--- config.mk ---
export PLATFORM = sky130hd
export DESIGN_NAME = bin_map_reader
export DESIGN_NICKNAME = d
export VERILOG_FILES = /design/src/rtl/bin_map_pkg.sv /design/src/rtl/raster_addr_gen.sv /design/src/rtl/bin_map_reader.sv
export SDC_FILE = /design/constraint.sdc
export NUM_CORES = 2
export LEC_CHECK = 0
export ABC_CLOCK_PERIOD_IN_PS = 3500
export CAP_MARGIN = 20
export CORE_MARGIN = 4
export CORE_UTILIZATION = 45
export CTS_BUF_LIST = sky130_fd_sc_hd__clkbuf_16
export CTS_CLUSTER_DIAMETER = 50
export DETAILED_ROUTE_END_ITERATION = 10
export GPL_ROUTABILITY_DRIVEN = 1
export PLACE_DENSITY = 0.66
export REMOVE_ABC_BUFFERS = 1
export SLEW_MARGIN = 20
export SYNTH_ARGS = -nofsm -noshare
export SYNTH_HDL_FRONTEND = slang
export SYNTH_SLANG_ARGS = --single-unit
--- constraint.sdc ---
create_clock -name clk -period 3.5 [get_ports clk]
set_clock_uncertainty 0.05 [all_clocks]
set_input_delay 0.7 -clock clk [delete_from_list [all_inputs] [get_ports clk]]
set_output_delay 0.7 -clock clk [all_outputs]
set_load 0.01 [all_outputs]
--- src/rtl/bin_map_pkg.sv ---
// bin_map_pkg: frame geometry, bin-map field widths and reader states shared with the contour writer
package bin_map_pkg;
  localparam int H_PIXELS = 640;
  localparam int V_PIXELS = 480;
  localparam int ADDR_W = 19;
  localparam int BIN_W = 3;
  localparam int NUM_BINS = 7;
  localparam int CNT_W = 19;
  localparam int SUM_W = 28;
  typedef enum logic [2:0] {IDLE, SCAN, DRAIN, REPORT, FINISH} state_e;
endpackage

--- src/rtl/raster_addr_gen.sv ---
// raster_addr_gen: raster-order x/y/address counter; advances while run is high and wraps to 0 after the last pixel
module raster_addr_gen #(
  parameter int H_PIXELS = bin_map_pkg::H_PIXELS,
  parameter int V_PIXELS = bin_map_pkg::V_PIXELS,
  parameter int X_W = $clog2(H_PIXELS),
  parameter int Y_W = $clog2(V_PIXELS)
) (
  input  logic clk,
  input  logic reset_n,
  input  logic run,
  output logic [X_W-1:0] x,
  output logic [Y_W-1:0] y,
  output logic [bin_map_pkg::ADDR_W-1:0] addr,
  output logic last
);
  import bin_map_pkg::*;
  logic [X_W-1:0] x_q;
  logic [Y_W-1:0] y_q;
  logic [ADDR_W-1:0] addr_q;
  logic eol;
  assign eol = x_q == X_W'(H_PIXELS - 1);
  assign last = addr_q == ADDR_W'(H_PIXELS * V_PIXELS - 1);
  assign x = x_q;
  assign y = y_q;
  assign addr = addr_q;
  always_ff @(posedge clk or negedge reset_n)
    if (!reset_n) begin
      x_q <= '0;
      y_q <= '0;
      addr_q <= '0;
    end else if (run) begin
      x_q <= eol ? '0 : x_q + X_W'(1);
      y_q <= last ? '0 : eol ? y_q + Y_W'(1) : y_q;
      addr_q <= last ? '0 : addr_q + ADDR_W'(1);
    end
endmodule

--- src/rtl/bin_map_reader.sv ---
// bin_map_reader: scans the bin-map BRAM once per start and reports per-bin pixel count and x/y sums for bins 1..7
module bin_map_reader #(
  parameter int H_PIXELS = bin_map_pkg::H_PIXELS,
  parameter int V_PIXELS = bin_map_pkg::V_PIXELS,
  parameter int RD_LATENCY = 2
) (
  input  logic clk,
  input  logic reset_n,
  input  logic start,
  output logic busy,
  output logic done,
  output logic [bin_map_pkg::ADDR_W-1:0] addr,
  output logic rd_en,
  input  logic [bin_map_pkg::BIN_W-1:0] bin_dout,
  output logic res_valid,
  input  logic res_ready,
  output logic [bin_map_pkg::BIN_W-1:0] res_bin,
  output logic [bin_map_pkg::CNT_W-1:0] res_count,
  output logic [bin_map_pkg::SUM_W-1:0] res_sum_x,
  output logic [bin_map_pkg::SUM_W-1:0] res_sum_y
);
  import bin_map_pkg::*;
  localparam int X_W = $clog2(H_PIXELS);
  localparam int Y_W = $clog2(V_PIXELS);
  localparam int D_W = $clog2(RD_LATENCY + 1);
  state_e state_q;
  logic busy_q, done_q, rd_en_q, res_valid_q, clr;
  logic [D_W-1:0] drain_q;
  logic [BIN_W-1:0] res_bin_q, nxt_bin;
  logic [CNT_W-1:0] res_count_q, sel_cnt;
  logic [SUM_W-1:0] res_sum_x_q, res_sum_y_q, sel_sx, sel_sy;
  logic [X_W-1:0] x;
  logic [Y_W-1:0] y;
  logic last;
  logic v_q [RD_LATENCY];
  logic [X_W-1:0] px_q [RD_LATENCY];
  logic [Y_W-1:0] py_q [RD_LATENCY];
  logic [CNT_W-1:0] cnt_q [1:NUM_BINS];
  logic [CNT_W-1:0] cnt_d [1:NUM_BINS];
  logic [SUM_W-1:0] sx_q [1:NUM_BINS];
  logic [SUM_W-1:0] sx_d [1:NUM_BINS];
  logic [SUM_W-1:0] sy_q [1:NUM_BINS];
  logic [SUM_W-1:0] sy_d [1:NUM_BINS];
  assign busy = busy_q;
  assign done = done_q;
  assign rd_en = rd_en_q;
  assign res_valid = res_valid_q;
  assign res_bin = res_bin_q;
  assign res_count = res_count_q;
  assign res_sum_x = res_sum_x_q;
  assign res_sum_y = res_sum_y_q;
  assign clr = state_q == IDLE && start;
  raster_addr_gen #(
    .H_PIXELS(H_PIXELS),
    .V_PIXELS(V_PIXELS),
    .X_W(X_W),
    .Y_W(Y_W)
  ) u_raster (
    .clk(clk),
    .reset_n(reset_n),
    .run(rd_en_q),
    .x(x),
    .y(y),
    .addr(addr),
    .last(last)
  );
  // Coordinates ride alongside the BRAM read so each bin_dout meets its own pixel.
  always_ff @(posedge clk or negedge reset_n)
    if (!reset_n) begin
      for (int i = 0; i < RD_LATENCY; i++) begin
        v_q[i] <= 1'b0;
        px_q[i] <= '0;
        py_q[i] <= '0;
      end
    end else begin
      v_q[0] <= rd_en_q;
      px_q[0] <= x;
      py_q[0] <= y;
      for (int i = 1; i < RD_LATENCY; i++) begin
        v_q[i] <= v_q[i-1];
        px_q[i] <= px_q[i-1];
        py_q[i] <= py_q[i-1];
      end
    end
  always_comb begin
    cnt_d = cnt_q;
    sx_d = sx_q;
    sy_d = sy_q;
    for (int b = 1; b <= NUM_BINS; b++)
      if (clr) begin
        cnt_d[b] = '0;
        sx_d[b] = '0;
        sy_d[b] = '0;
      end else if (v_q[RD_LATENCY-1] && bin_dout == BIN_W'(b)) begin
        cnt_d[b] = cnt_q[b] + CNT_W'(1);
        sx_d[b] = sx_q[b] + SUM_W'(px_q[RD_LATENCY-1]);
        sy_d[b] = sy_q[b] + SUM_W'(py_q[RD_LATENCY-1]);
      end
  end
  always_ff @(posedge clk or negedge reset_n)
    if (!reset_n) begin
      for (int b = 1; b <= NUM_BINS; b++) begin
        cnt_q[b] <= '0;
        sx_q[b] <= '0;
        sy_q[b] <= '0;
      end
    end else begin
      cnt_q <= cnt_d;
      sx_q <= sx_d;
      sy_q <= sy_d;
    end
  // Reading the next-state accumulators lets bin 1 load on the same edge as the final sample.
  always_comb begin
    nxt_bin = state_q == REPORT ? res_bin_q + BIN_W'(1) : BIN_W'(1);
    sel_cnt = '0;
    sel_sx = '0;
    sel_sy = '0;
    for (int b = 1; b <= NUM_BINS; b++)
      if (nxt_bin == BIN_W'(b)) begin
        sel_cnt = cnt_d[b];
        sel_sx = sx_d[b];
        sel_sy = sy_d[b];
      end
  end
  always_ff @(posedge clk or negedge reset_n)
    if (!reset_n) begin
      state_q <= IDLE;
      busy_q <= 1'b0;
      done_q <= 1'b0;
      rd_en_q <= 1'b0;
      drain_q <= '0;
      res_valid_q <= 1'b0;
      res_bin_q <= '0;
      res_count_q <= '0;
      res_sum_x_q <= '0;
      res_sum_y_q <= '0;
    end else begin
      done_q <= 1'b0;
      case (state_q)
        IDLE:
          if (start) begin
            busy_q <= 1'b1;
            rd_en_q <= 1'b1;
            state_q <= SCAN;
          end
        SCAN:
          if (last) begin
            rd_en_q <= 1'b0;
            drain_q <= '0;
            state_q <= DRAIN;
          end
        DRAIN:
          if (drain_q == D_W'(RD_LATENCY - 1)) begin
            res_valid_q <= 1'b1;
            res_bin_q <= nxt_bin;
            res_count_q <= sel_cnt;
            res_sum_x_q <= sel_sx;
            res_sum_y_q <= sel_sy;
            state_q <= REPORT;
          end else begin
            drain_q <= drain_q + D_W'(1);
          end
        REPORT:
          if (res_ready && res_bin_q == BIN_W'(NUM_BINS)) begin
            res_valid_q <= 1'b0;
            res_bin_q <= '0;
            res_count_q <= '0;
            res_sum_x_q <= '0;
            res_sum_y_q <= '0;
            busy_q <= 1'b0;
            done_q <= 1'b1;
            state_q <= FINISH;
          end else if (res_ready) begin
            res_bin_q <= nxt_bin;
            res_count_q <= sel_cnt;
            res_sum_x_q <= sel_sx;
            res_sum_y_q <= sel_sy;
          end
        FINISH: state_q <= IDLE;
        default: state_q <= IDLE;
      endcase
    end
endmodule

# [After elaboration in Yosys (flattened, before gate mapping)]
# Index checks and enable logic that the tools add are counted.
[word_totals] in_bits=7 elab_cells=216 out_inout_bits=101 regBits=690
[classes] add_sub_neg=26 n_mux=101 n_reduce_logical=22 n_eq_ne=27
[ops] op="two-way mux 28 bit" count=48
[ops] op="two-way mux 19 bit" count=25
[ops] op="adder 28 x 10 -> 28 bit" count=7
[ops] op="adder 28 x 9 -> 28 bit" count=7
[ops] op="adder 19 x 1 -> 19 bit, second input constant" count=8
[ops] op="one-hot mux 28 bit (2 select lines)" count=2
[ops] op="one-hot mux 19 bit (2 select lines)" count=1
[ops] op="equality test 3 bit, second input constant" count=9
[ops] op="two-way mux 3 bit" count=8
[ops] op="equality test 19 bit, second input constant" count=1
[ops] op="equality test 3 x 2 -> 1 bit, second input constant" count=6
[ops] op="two-way mux 9 bit" count=2
[ops] op="AND reduction 3 bit" count=5
[ops] op="one-hot mux 3 bit (4 select lines)" count=1
[ops] op="adder 10 x 1 -> 10 bit, second input constant" count=1
[ops] op="equality test 10 bit, second input constant" count=1
[ops] op="two-way mux 10 bit" count=1
[ops] op="nonzero test 2 bit" count=5
[ops] op="adder 9 x 1 -> 9 bit, second input constant" count=1
[ops] op="equality test 3 x 1 -> 1 bit, second input constant" count=3
[ops] op="logical AND 1 bit" count=9
[ops] op="two-way mux 1 bit" count=6
[ops] op="!= test 2 bit, second input constant" count=3
[ops] op="one-hot mux 1 bit (2 select lines)" count=3
[ops] op="11 further kinds" count=13

# [Logic depth before layout (Yosys ltp)]
[logic_depth] ltp_word=14 depth_mapped=13 ltp_nobuf=12

# [Hierarchy]
# From an unflattened synthesis, not the netlist that was laid out.
[hier_totals] cells_unflattened=4453 hier_area_um2=39884.5
[modules_own_cells] mod="bin_map_reader" cells_per_inst=4264 n_inst=1 seq_area_each_um2=16315.6 area_each_um2=37987.7
[modules_own_cells] mod="raster_addr_gen" cells_per_inst=189 n_inst=1 seq_area_each_um2=950.9 area_each_um2=1896.8

# [Worst setup path after synthesis]
# OpenSTA, ideal clock, no wires.
[synth_path] path_type="register -> register" startpoint="register px_q[1] in the netlist's numbering" endpoint="register res_sum_x_q[12], in the netlist res_sum_x[12]" n_path_buf=1 setup_ns=0.122 required_time_ns=3.328 slack_ns=0.208 synth_period_minus_slack_ns=3.292 t_arrival_ns=3.120 stages_incl_launch_ff=13 cell_sequence="dfrtp_1 inv_1 fa_1 nor2b_1 o31ai_1 a211o_1 and2_1 buf_4 nor2b_1 xnor2_1 o221ai_1 or4_1 a32o_1"
[synth_between] elab_chain_len=13 elab_cells_between_ends=32 cone_classes="7 x add/sub; 25 x mux"
[synth_lines] item="start, declared" line_no="bin_map_reader.sv:36" rtl="logic [X_W-1:0] px_q [RD_LATENCY];"
[synth_lines] item="start signal, assigned by index" line_no="bin_map_reader.sv:81" rtl="px_q[i] <= px_q[i-1];"
[synth_lines] item="adder 28 x 10 -> 28 bit" line_no="bin_map_reader.sv:96" rtl="sx_d[b] = sx_q[b] + SUM_W'(px_q[RD_LATENCY-1]);"
[synth_lines] item="two-way mux 28 bit" line_no="bin_map_reader.sv:94" rtl="end else if (v_q[RD_LATENCY-1] && bin_dout == BIN_W'(b)) begin"
[synth_lines] item="two-way mux 28 bit" line_no="bin_map_reader.sv:90" rtl="if (clr) begin"
[synth_lines] item="two-way mux 28 bit (6 in a row)" line_no="bin_map_reader.sv:119" rtl="if (nxt_bin == BIN_W'(b)) begin"
[synth_lines] item="two-way mux 28 bit *" line_no="bin_map_reader.sv:119"
[synth_lines] item="two-way mux 28 bit" line_no="bin_map_reader.sv:173" rtl="end else if (res_ready) begin"
[synth_lines] item="two-way mux 28 bit" line_no="bin_map_reader.sv:164" rtl="if (res_ready && res_bin_q == BIN_W'(NUM_BINS)) begin"
[synth_lines] item="one-hot mux 28 bit (2 select lines) *" line_no="bin_map_reader.sv:139" rtl="case (state_q)"
[synth_lines] item="end signal, assigned" line_no="bin_map_reader.sv:157" rtl="res_sum_x_q <= sel_sx;"
[synth_lines] item="end signal, assigned" line_no="bin_map_reader.sv:176" rtl="res_sum_x_q <= sel_sx;"
[synth_lines] item="end, declared" line_no="bin_map_reader.sv:31" rtl="logic [SUM_W-1:0] res_sum_x_q, res_sum_y_q, sel_sx, sel_sy;"
# Every way passes the cells marked *; elsewhere a longest branch is shown, timed or not. The select of a mux whose other input is x is not followed.
# A chain may end at the register's enable or synchronous reset.

# [Worst setup path after layout]
[layout_path] startpoint="register px_q[0] in the netlist's numbering" endpoint="register res_sum_x_q[12], in the netlist res_sum_x[12]"
# The elaborated chain is that of the path after synthesis.

==> key figures <==
GRT
  – Vias in the first global route: 35500
  – GRT met1 Usage: roughly 40%
  – Pin count of the biggest net entering global routing: slightly above 100
  – Met3 Resource Use GR: around 4.8%
  – Most used routing layer in global routing: met2
  – Initial antenna violation count: 7
  – Global route overflow: 0
  – Global-route met2 utilization: 47.1%
  – First-pass GRT wire length: between 200 and 250 mm
  – Gr usage total: about 30%

Clock tree
  – Later-pin clock latency in the skew report: 0.69 ns
  – Root Buffer Master: clkbuf_16
  – CTS clk-pin slew, worst paths: about 0.060 ns
  – Clock sink count: between 600 and 700
  – CTS tree: built
  – # H-tree levels: 3
  – Total CTS buffers: 95
  – Max Root-Sink Buffers: 3

Setup path
  – Crit Path Category: register to register
  – Crit path to: res_sum_x[12]$_DFFE_PN0P_
  – Reg2reg path depth: 11
  – CP Data Required Time: 4.01 ns
  – RR Startpoint: px_q[0]$_DFF_PN0_
  – Worst Setup SP: px_q[0]$_DFF_PN0_
  – Crit path max fanout: 7
  – Startpoint Class: register
  – Nature of the critical path endpoint: register
  – Reg-to-Reg End: res_sum_x[12]$_DFFE_PN0P_
  – CP arrival: 3.91 ns
  – Worst R2R Setup Slack: ~0.097 ns

Floorplanning
  – Core Rows: 108
  – Initial Util: 45.4%
  – IO Pins: roughly 110
  – Die height: ~300 um
  – Die area: slightly above 90000 um^2
  – Placeable Area: slightly below 90000 um^2
  – Die width: 304 um

STA
  – Highest clock rate: approximately 290 MHz
  – Worst-Margin Slew: between 0.7 and 0.8 ns
  – Pins over their slew limit: 0
  – Slew HR: 47.3%
  – Final Hold Vio Count: 0
  – Fin crit period: about 3.4 ns
  – Final number of setup-violating endpoints: 0
  – Final worst-path cycle share: around 97%
  – RSZ-0062 raised after global routing: true

Logic synthesis
  – Mapped cell area: 39400 um^2
  – #FFs+latches synth: approximately 700
  – Async SR Flop Fraction: between 90% and 100%
  – Main synth FF type: dfrtp_1
  – Avg Cell Area, Syn: ~9.0 um^2
  – Post-Syn Instances: 4354
  – Synth area leaders: dfrtp_1, nor2_1, xor2_1
  – Largest area contributor in the synthesized netlist: dfrtp_1
  – EDFF count, synth: 0
  – Share of the synthesized area in the top cell type: a little over two fifths
  – Sequential cell area fraction in the yosys report: 43.9%
  – Unique masters post-synth: 96
  – Synth warnings: 0

Drt
  – DR vias: 36000
  – Post-route ant nets: 0
  – Detailed Route WL: around 140 mm
  – Routed vias/inst: roughly 6
  – Residual DRC: 0
  – WL/cell: around 23 um
  – Pre-antenna DRT Iters: 6
  – Iter 0 DRT Violations: about 3900

Power and ir drop
  – Seq pwr share: roughly a third
  – Power share of the combinational group: 35.1%
  – Clk pwr share: 33.5%
  – Maximum vdd drop: 0.506 mV
  – NetSw: approximately 12000 uW
  – Pwr Density: 634 nW/um^2
  – Static leakage: 0.0219 uW
  – Total power: between 30000 and 40000 uW
  – Internal power: 18700 uW
  – Sw frac: 38.4%

Finish
  – Fin area: approximately 48000 um^2
  – Final nets: approximately 4900
  – Fillers: around 7800
  – Register Area: about 17000 um^2
  – P&R area growth vs syn: 21.9%
  – Multi-input gate area: 21300 um^2
  – Layout cells sized above 1: between 10% and 20%
  – Util after Layout: 55.3%

Placed design
  – HPWL Detailed: roughly 100 mm
  – PortBufs: 107
  – Gpl congestion: 0.960
  – Area after DPL: ~44000 um^2

Run
  – Total of max-cap violations: 0

Min path
  – Worst hold path class: register to register

Status
  – Outcome: finished clean
==> cell usage after synthesis, drive strengths merged, types with 46 or more instances <==
master / n
a21o: 46
clkbuf: 125
nor3: 77
nand4: 80
ha: 146
nor2: 699
xnor2: 213
and3: 84
o21ai: 199
xor2: 244
nand3: 147
nand2: 463
dfrtp: 690
a211oi: 58
inv: 62
buf: 77
a21oi: 279
==> per-layer routing <==
metal  wire length [um]  vias to the layer above
li1                   -                    16200
met1              57300                    17800
met2              63400                     1659
met3              11900                      368
met4               7140                        2
met5                 10                        -
==> critical path: stages (launching register included) <==
cell and delay (ns):
dfrtp_2 0.48, ha_1 0.28, fa_1 0.44, a21oi_1 0.26, o21ai_1 0.19, a311oi_2 0.33
nor2_1 0.10, nand2_1 0.09, xor2_1 0.20, o221ai_1 0.14, or4_1 0.45, a32o_1 0.28
==> repair_timing <==
item,4_1_cts,5_1_grt
gates resized for setup,3,38
setup endpoints to repair,7,31
endpoints found under the hold margin,16,0
cloned,0,0
setup buffers,0,5
hold buffers,1,0
pin swaps,0,5
==> power by group through the flow <==
stage | registers (uW) | clock network [uW] | logic [uW]
global placement | 9630 | 0 | 10200
finish | 9540 | 10200 | 10700
CTS | 9530 | 10300 | 10400
global route | 9620 | 10600 | 11300
floorplan | 9650 | 0 | 4920
detailed placement | 9650 | 0 | 10300
==> cells in the final DEF (no fill, tap or decap), drive strengths merged, types with 84 or more instances in the layout <==
master and count:
nand2 463, o21ai 199, nand3 147, nor2 699, clkbuf 95, a21oi 279, and3 84, inv 88
xor2 244, ha 146, buf 394, xnor2 213, dfrtp 690, clkdlybuf4s50 106
==> area by class of cell <==
type	count	area share (%)
Multi-Input combinational cell	3400	44.4
Tap cell	1155	3.01
Sequential cell	690	36.0
Inverter	62	0.493
Timing Repair Buffer	501	9.14
Antenna cell	5	0.0261
Clock inverter	82	1.97
Clock buffer	95	4.95
==> per-stage QoR <==
stage / setup WS [ns] / TNS, ns / hold WS, ns / cells
after global placement: -0.161 / -0.758 / 0.281 / 5802
after floorplan: -16.05 / -8519.90 / 0.281 / 4152
final: 0.0970 / 0 / 0.295 / 5990
after global routing: -0.0421 / -0.0622 / 0.301 / 5988
after CTS: 0.0295 / 0 / 0.294 / 5980
after detailed placement: -0.242 / -1.72 / 0.285 / 5802
==> cells by family after synthesis <==
kind of cell / count (synthesis) / share of synthesized area (%)
multiplexers: 41 / 1.12
buffers and inverters: 264 / 2.71
flip-flops: 690 / 43.9
AND/OR/NAND/NOR: 1765 / 20.6
adder cells (fa/ha/maj): 160 / 5.35
AO/OA/AOI/OAI: 977 / 16.2
XOR/XNOR: 457 / 10.2
==> registers in the layout (all words and copies together), names as in the netlist, 9 cells and up <==
register / flops
u_raster.y: 9
u_raster.x: 10
sy_q: 196
res_sum_y: 28
res_count: 19
sx_q: 196
cnt_q: 133
px_q: 20
u_raster.addr: 19
py_q: 18
res_sum_x: 28
==> how the worst min path moves through the flow <==
stage	start	endpoint	slack, ns	cells past startpoint
detailed placement	px_q[11]$_DFF_PN0_	px_q[1]$_DFF_PN0_	0.28	0
finish	px_q[14]$_DFF_PN0_	px_q[4]$_DFF_PN0_	0.30	0
global route	py_q[9]$_DFF_PN0_	py_q[0]$_DFF_PN0_	0.30	0
CTS	py_q[11]$_DFF_PN0_	py_q[2]$_DFF_PN0_	0.29	0
floorplan	px_q[10]$_DFF_PN0_	px_q[0]$_DFF_PN0_	0.28	0
global placement	px_q[19]$_DFF_PN0_	px_q[9]$_DFF_PN0_	0.28	0
(Power assumes the default switching activity.)
